File: src/rtl/mem_arbiter_pkg.sv
// Shared types for the two-port memory arbiter: FSM encoding, grant
// identity and the default response timeout.
package mem_arbiter_pkg;

  typedef enum logic [1:0] {
    ST_IDLE = 2'd0,
    ST_BUSY = 2'd1,
    ST_RESP = 2'd2
  } state_t;

  typedef enum logic {
    GNT_IF = 1'b0,
    GNT_LS = 1'b1
  } gnt_t;

  localparam int TIMEOUT_DEFAULT = 15;

endpackage

File: src/rtl/mem_arbiter_timeout_cnt.sv
// Counts BUSY cycles without a memory completion. expired is high during the
// cycle whose missing ack makes the count reach TIMEOUT.
module mem_timeout_cnt #(
  parameter int TIMEOUT = 15
) (
  input  logic clk,
  input  logic rst_n,
  input  logic clear,
  input  logic enable,
  output logic expired
);

  localparam int CW = $clog2(TIMEOUT + 1);

  logic [CW-1:0] cnt_reg;

  // Wait-cycle counter; clear has priority so each transaction starts at 0.
  always_ff @(posedge clk or negedge rst_n) begin
    if (!rst_n) begin
      cnt_reg <= '0;
    end else if (clear) begin
      cnt_reg <= '0;
    end else if (enable) begin
      cnt_reg <= cnt_reg + CW'(1);
    end
  end

  assign expired = enable && (cnt_reg == CW'(TIMEOUT - 1));

endmodule

File: src/rtl/mem_arbiter.sv
// Two-requester (fetch, load/store) arbiter onto a single registered memory
// port. One transaction in flight; ties go to the side not granted last.
import mem_arbiter_pkg::*;

module mem_arbiter #(
  parameter int ADDR_W  = 32,
  parameter int DATA_W  = 32,
  parameter int TIMEOUT = TIMEOUT_DEFAULT
) (
  input  logic                clk,
  input  logic                rst_n,
  input  logic                if_req,
  input  logic [ADDR_W-1:0]   if_addr,
  output logic                if_ack,
  output logic [DATA_W-1:0]   if_rdata,
  output logic                if_err,
  input  logic                ls_req,
  input  logic                ls_we,
  input  logic [ADDR_W-1:0]   ls_addr,
  input  logic [DATA_W-1:0]   ls_wdata,
  input  logic [DATA_W/8-1:0] ls_be,
  output logic                ls_ack,
  output logic [DATA_W-1:0]   ls_rdata,
  output logic                ls_err,
  output logic                mem_req,
  output logic                mem_we,
  output logic [ADDR_W-1:0]   mem_addr,
  output logic [DATA_W-1:0]   mem_wdata,
  output logic [DATA_W/8-1:0] mem_be,
  input  logic                mem_ack,
  input  logic [DATA_W-1:0]   mem_rdata,
  output logic                busy
);

  localparam int BW = DATA_W / 8;

  state_t            state_reg, state_next;
  gnt_t              gnt_reg, gnt_next;
  logic              mem_req_reg, mem_req_next;
  logic              mem_we_reg, mem_we_next;
  logic [ADDR_W-1:0] mem_addr_reg, mem_addr_next;
  logic [DATA_W-1:0] mem_wdata_reg, mem_wdata_next;
  logic [BW-1:0]     mem_be_reg, mem_be_next;
  logic              if_ack_reg, if_ack_next, if_err_reg, if_err_next;
  logic              ls_ack_reg, ls_ack_next, ls_err_reg, ls_err_next;
  logic [DATA_W-1:0] if_rdata_reg, if_rdata_next, ls_rdata_reg, ls_rdata_next;
  logic              tmo_expired;
  gnt_t              pick;

  mem_timeout_cnt #(.TIMEOUT(TIMEOUT)) u_tmo (
    .clk     (clk),
    .rst_n   (rst_n),
    .clear   (state_reg != ST_BUSY),
    .enable  ((state_reg == ST_BUSY) && !mem_ack),
    .expired (tmo_expired)
  );

  // State and every output register; reset abandons any transaction silently.
  always_ff @(posedge clk or negedge rst_n) begin
    if (!rst_n) begin
      state_reg     <= ST_IDLE;
      gnt_reg       <= GNT_IF;
      mem_req_reg   <= 1'b0;
      mem_we_reg    <= 1'b0;
      mem_addr_reg  <= '0;
      mem_wdata_reg <= '0;
      mem_be_reg    <= '0;
      if_ack_reg    <= 1'b0;
      if_err_reg    <= 1'b0;
      if_rdata_reg  <= '0;
      ls_ack_reg    <= 1'b0;
      ls_err_reg    <= 1'b0;
      ls_rdata_reg  <= '0;
    end else begin
      state_reg     <= state_next;
      gnt_reg       <= gnt_next;
      mem_req_reg   <= mem_req_next;
      mem_we_reg    <= mem_we_next;
      mem_addr_reg  <= mem_addr_next;
      mem_wdata_reg <= mem_wdata_next;
      mem_be_reg    <= mem_be_next;
      if_ack_reg    <= if_ack_next;
      if_err_reg    <= if_err_next;
      if_rdata_reg  <= if_rdata_next;
      ls_ack_reg    <= ls_ack_next;
      ls_err_reg    <= ls_err_next;
      ls_rdata_reg  <= ls_rdata_next;
    end
  end

  // Next-state, arbitration and next register values; acks default to idle.
  always_comb begin
    state_next     = state_reg;
    gnt_next       = gnt_reg;
    mem_req_next   = mem_req_reg;
    mem_we_next    = mem_we_reg;
    mem_addr_next  = mem_addr_reg;
    mem_wdata_next = mem_wdata_reg;
    mem_be_next    = mem_be_reg;
    if_ack_next    = 1'b0;
    if_err_next    = 1'b0;
    if_rdata_next  = if_rdata_reg;
    ls_ack_next    = 1'b0;
    ls_err_next    = 1'b0;
    ls_rdata_next  = ls_rdata_reg;
    pick           = GNT_IF;
    if (if_req && ls_req) begin
      pick = (gnt_reg == GNT_IF) ? GNT_LS : GNT_IF;
    end else if (ls_req) begin
      pick = GNT_LS;
    end
    case (state_reg)
      ST_IDLE: begin
        if (if_req || ls_req) begin
          state_next   = ST_BUSY;
          gnt_next     = pick;
          mem_req_next = 1'b1;
          if (pick == GNT_LS) begin
            mem_we_next    = ls_we;
            mem_addr_next  = ls_addr;
            mem_wdata_next = ls_wdata;
            mem_be_next    = ls_be;
          end else begin
            mem_we_next    = 1'b0;
            mem_addr_next  = if_addr;
            mem_wdata_next = '0;
            mem_be_next    = '1;
          end
        end
      end
      ST_BUSY: begin
        // A completion beats a simultaneous timeout.
        if (mem_ack || tmo_expired) begin
          state_next   = ST_RESP;
          mem_req_next = 1'b0;
          if (gnt_reg == GNT_LS) begin
            ls_ack_next   = 1'b1;
            ls_err_next   = !mem_ack;
            ls_rdata_next = mem_ack ? mem_rdata : '0;
          end else begin
            if_ack_next   = 1'b1;
            if_err_next   = !mem_ack;
            if_rdata_next = mem_ack ? mem_rdata : '0;
          end
        end
      end
      default: begin
        state_next = ST_IDLE;
      end
    endcase
  end

  assign busy      = (state_reg != ST_IDLE);
  assign mem_req   = mem_req_reg;
  assign mem_we    = mem_we_reg;
  assign mem_addr  = mem_addr_reg;
  assign mem_wdata = mem_wdata_reg;
  assign mem_be    = mem_be_reg;
  assign if_ack    = if_ack_reg;
  assign if_err    = if_err_reg;
  assign if_rdata  = if_rdata_reg;
  assign ls_ack    = ls_ack_reg;
  assign ls_err    = ls_err_reg;
  assign ls_rdata  = ls_rdata_reg;

endmodule

File: config.mk
export PLATFORM = sky130hd
export DESIGN_NAME = mem_arbiter
export DESIGN_NICKNAME = d
export VERILOG_FILES = /design/src/rtl/mem_arbiter_pkg.sv /design/src/rtl/mem_arbiter_timeout_cnt.sv /design/src/rtl/mem_arbiter.sv
export SDC_FILE = /design/constraint.sdc
export NUM_CORES = 1
export LEC_CHECK = 0
export CAP_MARGIN = 25
export CORE_MARGIN = 1.5
export CORE_UTILIZATION = 42
export CTS_CLUSTER_DIAMETER = 60
export DETAILED_ROUTE_END_ITERATION = 10
export MAX_ROUTING_LAYER = met4
export PLACE_DENSITY = 0.89
export SLEW_MARGIN = 5
export SYNTH_ARGS = -nofsm -noshare
export SYNTH_HDL_FRONTEND = slang
export SYNTH_HIERARCHICAL = 1
export SYNTH_SLANG_ARGS = --single-unit
File: constraint.sdc
create_clock -name clk -period 3 [get_ports clk]
set_input_delay 0.9 -clock clk [delete_from_list [all_inputs] [get_ports clk]]
set_output_delay 0.9 -clock clk [all_outputs]
set_load 0.02 [all_outputs]
Word level (Yosys, flattened, before mapping)

Cells that the tools add are included.

Register bits: 145
Bits of input ports: 138
Logic and storage cells: 63

$add $sub $neg: 1
Equal/unequal tests: 5
Multiplexer cells: 27
Bitwise operators: 1
Reductions and logical operators: 15

Operators with widths:

| kind                  | count |
|---|---|
| $mux W32              | 3 |
| $mux W1               | 17 |
| $mux W4               | 3 |
| $reduce_and A3 Y1     | 3 |
| $reduce_bool A2 Y1    | 3 |
| $add A4 B1 Y4 const B | 1 |
| $eq A4 B4 Y1 const B  | 1 |
| $mux W2               | 2 |
| $ne A2 B1 Y1 const B  | 2 |
| $pmux W2 S2           | 1 |
| $reduce_and A2 Y1     | 2 |
| $logic_and A1 B1 Y1   | 3 |
| $eq A2 B1 Y1 const B  | 1 |
| $logic_not A2 Y1      | 1 |
| $logic_or A1 B1 Y1    | 2 |
| $ne A2 B2 Y1 const B  | 1 |
| $pmux W1 S2           | 1 |
| $logic_not A1 Y1      | 1 |
| $not A1 Y1            | 1 |

Depth between registers and ports, before layout

Gate-level depths: netlist of the first run.

Depth after elaboration: 6
Gate-level depth with buffers: 8
Mapped depth without buffers: 6

By module

Netlist of the first run, hierarchy kept.

Modules (own cells, without submodules):

| module          | times used | cells an instance | area each (um^2) |
|---|---|---|---|
| mem_arbiter     | 1          | 384               | 5,959.5 |
| mem_timeout_cnt | 1          | 20                | 222.7 |

Least setup slack after synthesis of the first run

OpenSTA, ideal clock, no wires.

Kind: input -> register
Start point: input port mem_ack
End point: register ls_rdata_reg[10], in the netlist ls_rdata[10]
Data arrival time: 2.687 ns
Data required time: 2.875 ns
Setup slack: 0.188 ns
Stages on the path: 8
Path buffers: 3
Cells stage by stage: buf_2 > clkbuf_1 > nor2_1 > and4_1 > nor2_2 > nor3b_4 > buf_6 > mux2_2

Cells in the longest elaborated chain, start to end: 5
Elaborated cells on any way between the ends: 6
Classes of those cells: mux: 1; reduce/logical: 5

Ends and longest elaborated chain:

| element                     | RTL line                      | RTL |
|---|---|---|
| from (decl)                 | mem_arbiter.sv:30             | `input logic mem_ack,` |
| $logic_not A1 Y1            | mem_arbiter.sv:54             | `.enable ((state_reg == ST_BUSY) && !mem_ack),` |
| $logic_and A1 B1 Y1         | mem_arbiter.sv:54             |  |
| $logic_and A1 B1 Y1         | mem_arbiter_timeout_cnt.sv:28 | `assign expired = enable && (cnt_reg == CW'(TIMEOUT - 1));` |
| via tmo_expired             | mem_arbiter.sv:47             | `logic tmo_expired;` |
| $logic_or A1 B1 Y1          | mem_arbiter.sv:133            | `if (mem_ack \|\| tmo_expired) begin` |
| $reduce_and A3 Y1 (no line) | -                             |  |
| to (signal assigned)        | mem_arbiter.sv:87             | `ls_rdata_reg <= ls_rdata_next;` |
| to (decl)                   | mem_arbiter.sv:46             | `logic [DATA_W-1:0] if_rdata_reg, if_rdata_next, ls_rdata_reg, ls_rdata_next;` |

The timed path passes the listed nets, and every way through them passes these cells.
A chain may end at the register's enable or synchronous reset.

Worst setup path in the final report of the first run

Start point: register state_reg[0]
End point: output port busy

Cells in the longest elaborated chain, start to end: 1

Ends and longest elaborated chain:

| element                | RTL line           | RTL |
|---|---|---|
| from (decl)            | mem_arbiter.sv:37  | `state_t state_reg, state_next;` |
| from (signal assigned) | mem_arbiter.sv:75  | `state_reg <= state_next;` |
| $reduce_bool A2 Y1     | mem_arbiter.sv:153 | `assign busy = (state_reg != ST_IDLE);` |
| to (decl)              | mem_arbiter.sv:32  | `output logic busy` |

Every way passes these cells.

==> results of run 1 <==
-- synth_stat cells (all sizes together), types with 3 or more instances --
cell    instances  area (um^2)
a22o           33        289.0
and2           32        200.2
nor2            8        47.55
dfrtp         145         3628
mux2          129         1562
buf            23        198.9
clkbuf          3        11.26
o22a            4        35.03
or2             4        25.03
-- stage by stage --
step                hold slack [ns]  utilization
finish                       0.4428       0.6746
global route                 0.4820       0.6746
CTS                          0.4496       0.6746
detailed placement           0.4813       0.6289
global placement             0.4716       0.6289
floorplan                    0.5350            -
-- worst max-delay path by stage --
stage / start / endpoint / slack [ns] / cells past startpoint
6_report: state_reg[0] / busy / 0.40 / 2
5_1_grt: state_reg[1] / busy / 0.31 / 2
4_1_cts: state_reg[0] / busy / 0.35 / 2
3_5_place_dp: mem_ack / ls_rdata[15] / 0.16 / 6
3_3_place_gp: mem_ack / ls_rdata[5] / 0.20 / 6
2_1_floorplan: mem_ack / ls_rdata[10] / 0.19 / 8
-- kinds of logic after synthesis --
family	count (synthesis)	synth area share
adders and majority gates	2	0.004047
muxes	129	0.2526
AOI/OAI and AO/OA	44	0.06011
buffers and inverters	27	0.03461
and+or+nand+nor	56	0.06032
xor gates and xnor gates	1	0.001417
DFF	145	0.5869
-- critical path, stage by stage, from the launching register on --
cell             delay [ns]
dfrtp_1                0.37
or2_1                  0.33
clkdlybuf4s50_1        0.59
-- power breakdown --
group          leakage [nW]  internal (mW)  switching, mW
clock network         0.325           1.53          0.796
registers              1.83           2.86          0.530
logic                  2.12           2.62           2.30
-- metal layers --
metal  wire length, um  global-route usage  vias up
met5                 0                   -        -
met4               457             0.08790        0
met3               930             0.06271       37
met2              8166              0.3636      177
met1              6235              0.2433     2212
li1                  -                   -     2006
-- cell type report --
class | count | area (um^2)
Tap cell | 184 | 230.2
Fill cell | 1020 | 4712
Timing Repair Buffer | 288 | 2904
Multi-Input combinational cell | 232 | 2340
Inverter | 1 | 3.754
Clock inverter | 12 | 203.9
Clock buffer | 20 | 456.7
Sequential cell | 145 | 3628
==> impl_metrics.csv, run 1 <==
group,metric,value,unit
yosys,avgSynthCellArea,15.30,um^2
global_route,globalRouteTotalUtil,0.2166,
setup_path,cp.arrival,1.70,ns
drt,post_drt_wl_per_cell,17.90,um
setup_path,r2r_slack,0.83,ns
timing,tightest_slew,0.5295,ns
die,ios,277,
cts,numCtsBuffers,17,
setup_path,crit_path_start_kind,"flop",
die,num_rows,44,
cts,cts.reportedPaths.clkPinSlew,0.06,ns
yosys,syn_inst,404,
timing,period_minus_slack,2.601,ns
global_route,grt_overflow,0,
run,drv_cap,0,
setup_path,reg2reg_to,"ls_rdata[6]",
cts,cts_tree,"yes",
yosys,yosysWarnings,6,
setup_path,cp.required,2.10,ns
drt,drt_pass1_iterations,4,
timing,setup_tns,0,ns
pwr,peakVddDrop,0.0006125,V
timing,setup_viol,0,
hold_path,hold_class,"input port to asynchronous set/reset pin",
global_route,grt_pass1_vias,4919,
drt,totalWireLength,15790,um
pwr,power,10.63,mW
global_route,grt_pass1_wl,25800,um
timing,rsz0062_at_grt,"false",
die,chipHeight,124.3,um
setup_path,end_kind,"output port",
yosys,synth_fp_nets,544,
timing,final_hold_viol_count,0,
cts,ctsHtreeMaxLevel,4,
cts,clock_latency,0.41,ns
die,dieWidth,124.3,um
yosys,synth-seq-cells,145,
timing,relSlewSlack,0.6470,
yosys,netlist_area,6182,um^2
timing,fmax,384.5,MHz
finish,stdcell_count,882,
cts,clock_path_buffers,2,
finish,final_cell_mix,"clkdlybuf4s50_1 (275), dfrtp_1 (145), mux2_2 (88)",
placement,place_ws,0.1595,ns
drt,viasPerCell,5.025,
pwr,power_density,1088,nW/um^2
setup_path,critPathKind,"flop to output port",
die,core_region_area,14480,um^2
yosys,synth_cell_types,34,
setup_path,reg2regPathDepth,8,
timing,drv_slew,0,
finish,final_common_cell,"clkdlybuf4s50_1",
cts,clock-root-buffer,"clkbuf_16",
finish,post_route_cells_drive_above_1_share,0.2421,
global_route,grt_antenna_before_repair,0,
cts,cts-hold-fix-buffers,0,
cts,ctsResizeCount,0,
setup_path,reg2reg_from,"state_reg[1]",
finish,n_antenna_cell,0,
outcome,status,"completed",
finish,syn_to_final_growth,57.98,%
cts,cts_num_sinks,145,
setup_path,crit_fanout,5,
placement,dpl.hpwl,11520,um
die,start_util,0.4270,
global_route,grt_max_degree,68,
yosys,seq_area_frac_synth,0.5869,
yosys,synthFlopType,"dfrtp_1",
placement,port_buffers,276,
timing,setup_slack,0.3995,ns
drt,drtIter0Drc,191,
drt,vias,4432,
pwr,p_leak,4.271,nW
placement,dpl-instance-area,9106,um^2
cts,postCtsSetupBuffers,0,
finish,finish.instance_area,9767,um^2
timing,post-route-period-util,0.8668,
finish,fin_nets,825,
die,die_area,15460,um^2
drt,final_antenna_net_count,0,
yosys,synth_edf_count,0,
placement,routabilityCongestion,0.8120,
drt,drc,0,
timing,skew,0.009083,ns
yosys,async_reset_ff_frac,1.000,
placement,place_inst,850,
Note: power is estimated with default switching activity, not from simulation.
==> run 2: changes to the inputs <==
Settings changed: CTS_CLUSTER_DIAMETER 60 to 100.
==> results of run 2 <==
The final DEF is identical to that of run 1; final timing and power are the same.
==> patch 1, RTL diff (flow settings as in run 1) <==
Change the parameter `ADDR_W` from 32 to 28.
--- a/src/rtl/mem_arbiter.sv
+++ b/src/rtl/mem_arbiter.sv
@@ -3,7 +3,7 @@
 import mem_arbiter_pkg::*;
 
 module mem_arbiter #(
-  parameter int ADDR_W  = 32,
+  parameter int ADDR_W  = 28,
   parameter int DATA_W  = 32,
   parameter int TIMEOUT = TIMEOUT_DEFAULT
 ) (
Ports: changed (resized if_addr, ls_addr and mem_addr); port bits go from 277 to 265. No check against the original RTL was run, so the function may have changed too.
==> patch 1 against run 1 <==
- hold slack lost 0.058 ns
- power is 4.8% lower
- core utilization grew 1.9 points
- design area down 4.9%
- non-clock buffer count is 9 lower
- setup slack worse by 0.020 ns
- first-iteration DRC count fell by 14%
- clock power is 7% lower
- sequential cell count is 4 lower
- routed wire length fell by 1.5%
- synthesized area shrank 5.5%
- highest routed layer unchanged
==> patch 1: results (changes against run 1) <==
| Metric | Value |
|---|---|
| First-pass GRT wire length | `24300 um (-5.7%)` |
| Sequential element share of the synthesized area | `60.4% (+1.7 points)` |
| Flop-to-flop setup slack | `1.00 ns (+0.17 ns)` |
| Post-synth cell types | `32 (-5.9%)` |
| Skew final | `0.00738 ns (-0.00171 ns)` |
| Port Buffers | `264 (-4.3%)` |
| Status | `finished, final reports clean` |
| Total track usage | `22.7% (+1.1 points)` |
| Dpl ws | `0.139 ns (-0.0203 ns)` |
| Top cells by count, synth | `dfrtp_1 (141), mux2_2 (92), a22o_1 (33)` |
| Ys async rst share | `100% (unchanged)` |
| Relative slew slack | `50.0% (-15 points)` |
| Static Leakage | `4.01 nW (-6.0%)` |
| H-tree Lvls | `4 (unchanged)` |
| Peak supply drop | `589 uV (-3.8%)` |
| Diode count | `0 (unchanged)` |
| Worst path top cell family by delay | `buffers and inverters` |
| Initial DRC count | `165 (-14%)` |
| CTS resizes | `0 (unchanged)` |
| Post-DP HPWL | `11300 um (-1.9%)` |
| CP peak stage delay | `0.60 ns` |
| Layout cells sized above 1 | `21.9% (-2.3 points)` |
| Synth Net Count | `523 (-3.9%)` |
| GPL Wtd Cong | `0.807 (-0.64%)` |
| Vias in the first global route | `4580 (-6.9%)` |
| CTS root buf | `clkbuf_16` |
| Via count | `4266 (-3.7%)` |
| Crit path max-delay cell type | `clkdlybuf4s50_1` |
| Critical path arrival | `1.72 ns (+0.02 ns)` |
| Total routed wirelength | `15500 um (-1.5%)` |
| Setup TNS | `0 ns (unchanged)` |
| Switching Fraction | `34.6% (+0.52 points)` |
| Worst setup margin | `0.379 ns (-0.0201 ns)` |
| Synth top area cells | `dfrtp_1 (60%), mux2_2 (18%), mux2_1 (5.4%)` |
| Nets | `796 (-3.5%)` |
==> patch 1: changes by cell type in the layout (fill, tap and decap cells not counted), sizes merged <==
| cell | run 1 | this run |
|---|---|---|
| clkdlybuf4s50 | 275 | 263 |
| mux2 | 129 | 121 |
| dfrtp | 145 | 141 |
| buf | 13 | 16 |
| bufinv | 5 | 3 |
| clkinv | 6 | 4 |
| clkinvlp | 0 | 2 |
| clkbuf | 20 | 21 |
==> patch 1: path summary, 6_finish.rpt <==
kind                                                from                   endpoint  depth (start not counted)
worst max-delay path            state_reg[0]$_DFFE_PN0P_                       busy                          2
worst min-delay path                               rst_n   ls_rdata[27]$_DFFE_PN0P_                          1
worst max register to register       gnt_reg$_DFFE_PN0P_   mem_addr[23]$_DFFE_PN0P_                          3
worst min register to register   ls_rdata[9]$_DFFE_PN0P_    ls_rdata[9]$_DFFE_PN0P_                          1
max in group asynchronous                          rst_n  mem_wdata[10]$_DFFE_PN0P_                          2
min in group clk                 ls_rdata[9]$_DFFE_PN0P_    ls_rdata[9]$_DFFE_PN0P_                          1
==> patch 1: cell families after synthesis <==
| group | share of synthesized area [%] |
|---|---|
| fa+ha+maj | 0.428 |
| simple gates | 6.21 |
| buf+inv | 3.02 |
| xor+xnor | 0.150 |
| mux | 23.4 |
| compound gates | 6.36 |
| flops | 60.4 |
==> patch 1: final cells by class <==
type / instances / area, um2
fill: 913 / 4110
sequential: 141 / 3530
timing repair buffer: 279 / 2790
multi-input combinational: 224 / 2130
clock buffer: 21 / 470
tap: 176 / 220
clock inverter: 10 / 138
inverter: 1 / 3.75
==> patch 1: layer usage <==
metal  wire (um)  vias up  global-route usage [%]
li1            -     1945                       -
met2        7780      204                    37.4
met4         280        0                    7.94
met5           0        -                       -
met1        6280     2096                    26.7
met3        1200       21                    6.81
==> patch 1: power by group through the flow <==
stage	registers (mW)	logic [mW]	clock network [mW]
after detailed placement	3.31	4.71	0
final	3.29	4.68	2.15
after CTS	3.30	4.74	2.19
after global placement	3.26	4.59	0
after floorplan	4.27	1.40	0
after global routing	3.40	4.92	2.27
==> patch 1: worst register-to-register path: stages (launching register included) <==
cell     delay, ns
dfrtp_1       0.51
a21bo_2       0.69
mux2_2        0.43
mux2_2        0.26
==> patch 1: per-stage QoR <==
stage                     cell area, um2  hold WS (ns)  total power [mW]  util [%]  std cells
after detailed placement            8680         0.476              8.01      64.8        821
final                               9290         0.384              10.1      69.3        852
after global routing                9290         0.408              10.6      69.3        852
after floorplan                     5840         0.535              5.67         -        391
after global placement              8680         0.468              7.86      64.8        821
after CTS                           9290         0.387              10.2      69.3        852
==> patch 2, RTL diff (flow settings as in run 1) <==
Made on the original files. The 3 states of `state_t` get a one-hot encoding in 3 bits.
--- a/src/rtl/mem_arbiter_pkg.sv
+++ b/src/rtl/mem_arbiter_pkg.sv
@@ -2,10 +2,10 @@
 // identity and the default response timeout.
 package mem_arbiter_pkg;
 
-  typedef enum logic [1:0] {
-    ST_IDLE = 2'd0,
-    ST_BUSY = 2'd1,
-    ST_RESP = 2'd2
+  typedef enum logic [2:0] {
+    ST_IDLE = 3'b001,
+    ST_BUSY = 3'b010,
+    ST_RESP = 3'b100
   } state_t;
 
   typedef enum logic {
Behaviour: same outputs for any inputs over 4 cycles, from zero or initial values and one cycle with rst_n low; so few cycles prove little.
==> patch 2 against run 1 <==
- global-route usage is 4.5 points higher
- routed wire length grew 20%
- via count is 26% higher
- first-iteration DRC count rose by 100%
- sequential cell count up 1
- synthesized area is 2.6% lower
- register-to-register slack got worse by 0.21 ns
- design area decreased by 1.5%
- die area fell by 2.5%
- count of clock-buffer cells in the layout grew 4
- setup slack worse by 0.16 ns
- power grew 0.42%
- combinational power rose by 4.9%
- critical path depth grew 1
- highest routed layer unchanged
==> patch 2: results (changes against run 1) <==
| Metric | Value |
|---|---|
| Status | `finished, final reports clean` |
| XOR/XNOR share of the synthesized area | `0.145% (+0.0037 points)` |
| Sequential share of cell area | `38.0% (+0.82 points)` |
| Via density | `5.57 (+11%)` |
| Met2 wire length | `9320 um (+14%)` |
| Combinational gate power | `5.16 mW (+4.9%)` |
| Cells after Synth | `546 (+35%)` |
| Critical path arrival | `1.86 ns (+0.16 ns)` |
| Worst reg2reg path startpoint | `state_reg[2]$_DFFE_PN0P_` |
| Flop-to-flop setup slack | `0.62 ns (-0.21 ns)` |
| Vias in the first global route | `5431 (+10%)` |
| Dpl ws | `0.221 ns (+0.0614 ns)` |
| Overall power | `10.7 mW (+0.42%)` |
| Grt met2 use | `41.7% (+5.3 points)` |
| Post-synthesis compound-gate area fraction | `20.2% (+14 points)` |
| Signal buffers | `297 (+3.1%)` |
| First-pass GRT wire length | `29100 um (+13%)` |
| Layout fillers | `986 (-3.3%)` |
| Tapcells | `180 (-2.2%)` |
| Sequential cell area | `3650 um2 (+0.72%)` |
| Critical R2R Capture | `ls_rdata[19]$_DFFE_PN0P_` |
| Nets | `948 (+15%)` |
| GPL Wtd Cong | `0.812 (about the same)` |
| DR WL/cell | `19.0 um (+6.0%)` |
| DRT met1 WL | `7500 um (+20%)` |
| Clkbuf count | `24 (+20%)` |
| Adder-cell share of the synthesized area | `0.415% (+0.011 points)` |
| Fraction of area in multi-input gates | `19.6% (-4.3 points)` |
| Largest net degree at the start of global routing | `69 (+1.5%)` |
| Slew @ Worst Pin | `0.747 ns (+0.218 ns)` |
| Via count | `5579 (+26%)` |
| Cells on worst reg2reg path | `9 (+1)` |
| Clk pwr share | `19.2% (-2.6 points)` |
| Top cells by count, synth | `dfrtp_1 (145), inv_1 (73), o21ai_0 (68)` |
| Synth top area cells | `dfrtp_1 (60%), nand4_1 (6.9%), o21ai_0 (5.6%)` |
| Synth Net Count | `686 (+26%)` |
| Layout cells sized above 1 | `7.55% (-17 points)` |
| CP max FO | `2 (-3)` |
| Met3 wire length | `1860 um (+100%)` |
-- patch 2: changes by cell type after synthesis, sizes merged, moves of 15 or more --
cell            run 1  this run
mux2              129         1
inv                 1        74
o21ai               2        68
nand4               1        66
clkbuf              3        46
a2bb2oi             0        32
and2               32         0
o32ai               0        32
buf                23         8
-- patch 2: worst max path at each step --
stage                     cells after the start  slack, ns                      from                       end
after floorplan                               8       0.37                   mem_ack  ls_rdata[10]$_DFFE_PN0P_
after global placement                        4       0.16                   mem_ack  ls_rdata[20]$_DFFE_PN0P_
after detailed placement                      4       0.22                    if_req  mem_addr[23]$_DFFE_PN0P_
after CTS                                     3       0.19  state_reg[0]$_DFFE_PN1P_                      busy
after global routing                          3       0.13  state_reg[0]$_DFFE_PN1P_                      busy
final                                         3       0.24  state_reg[0]$_DFFE_PN1P_                      busy
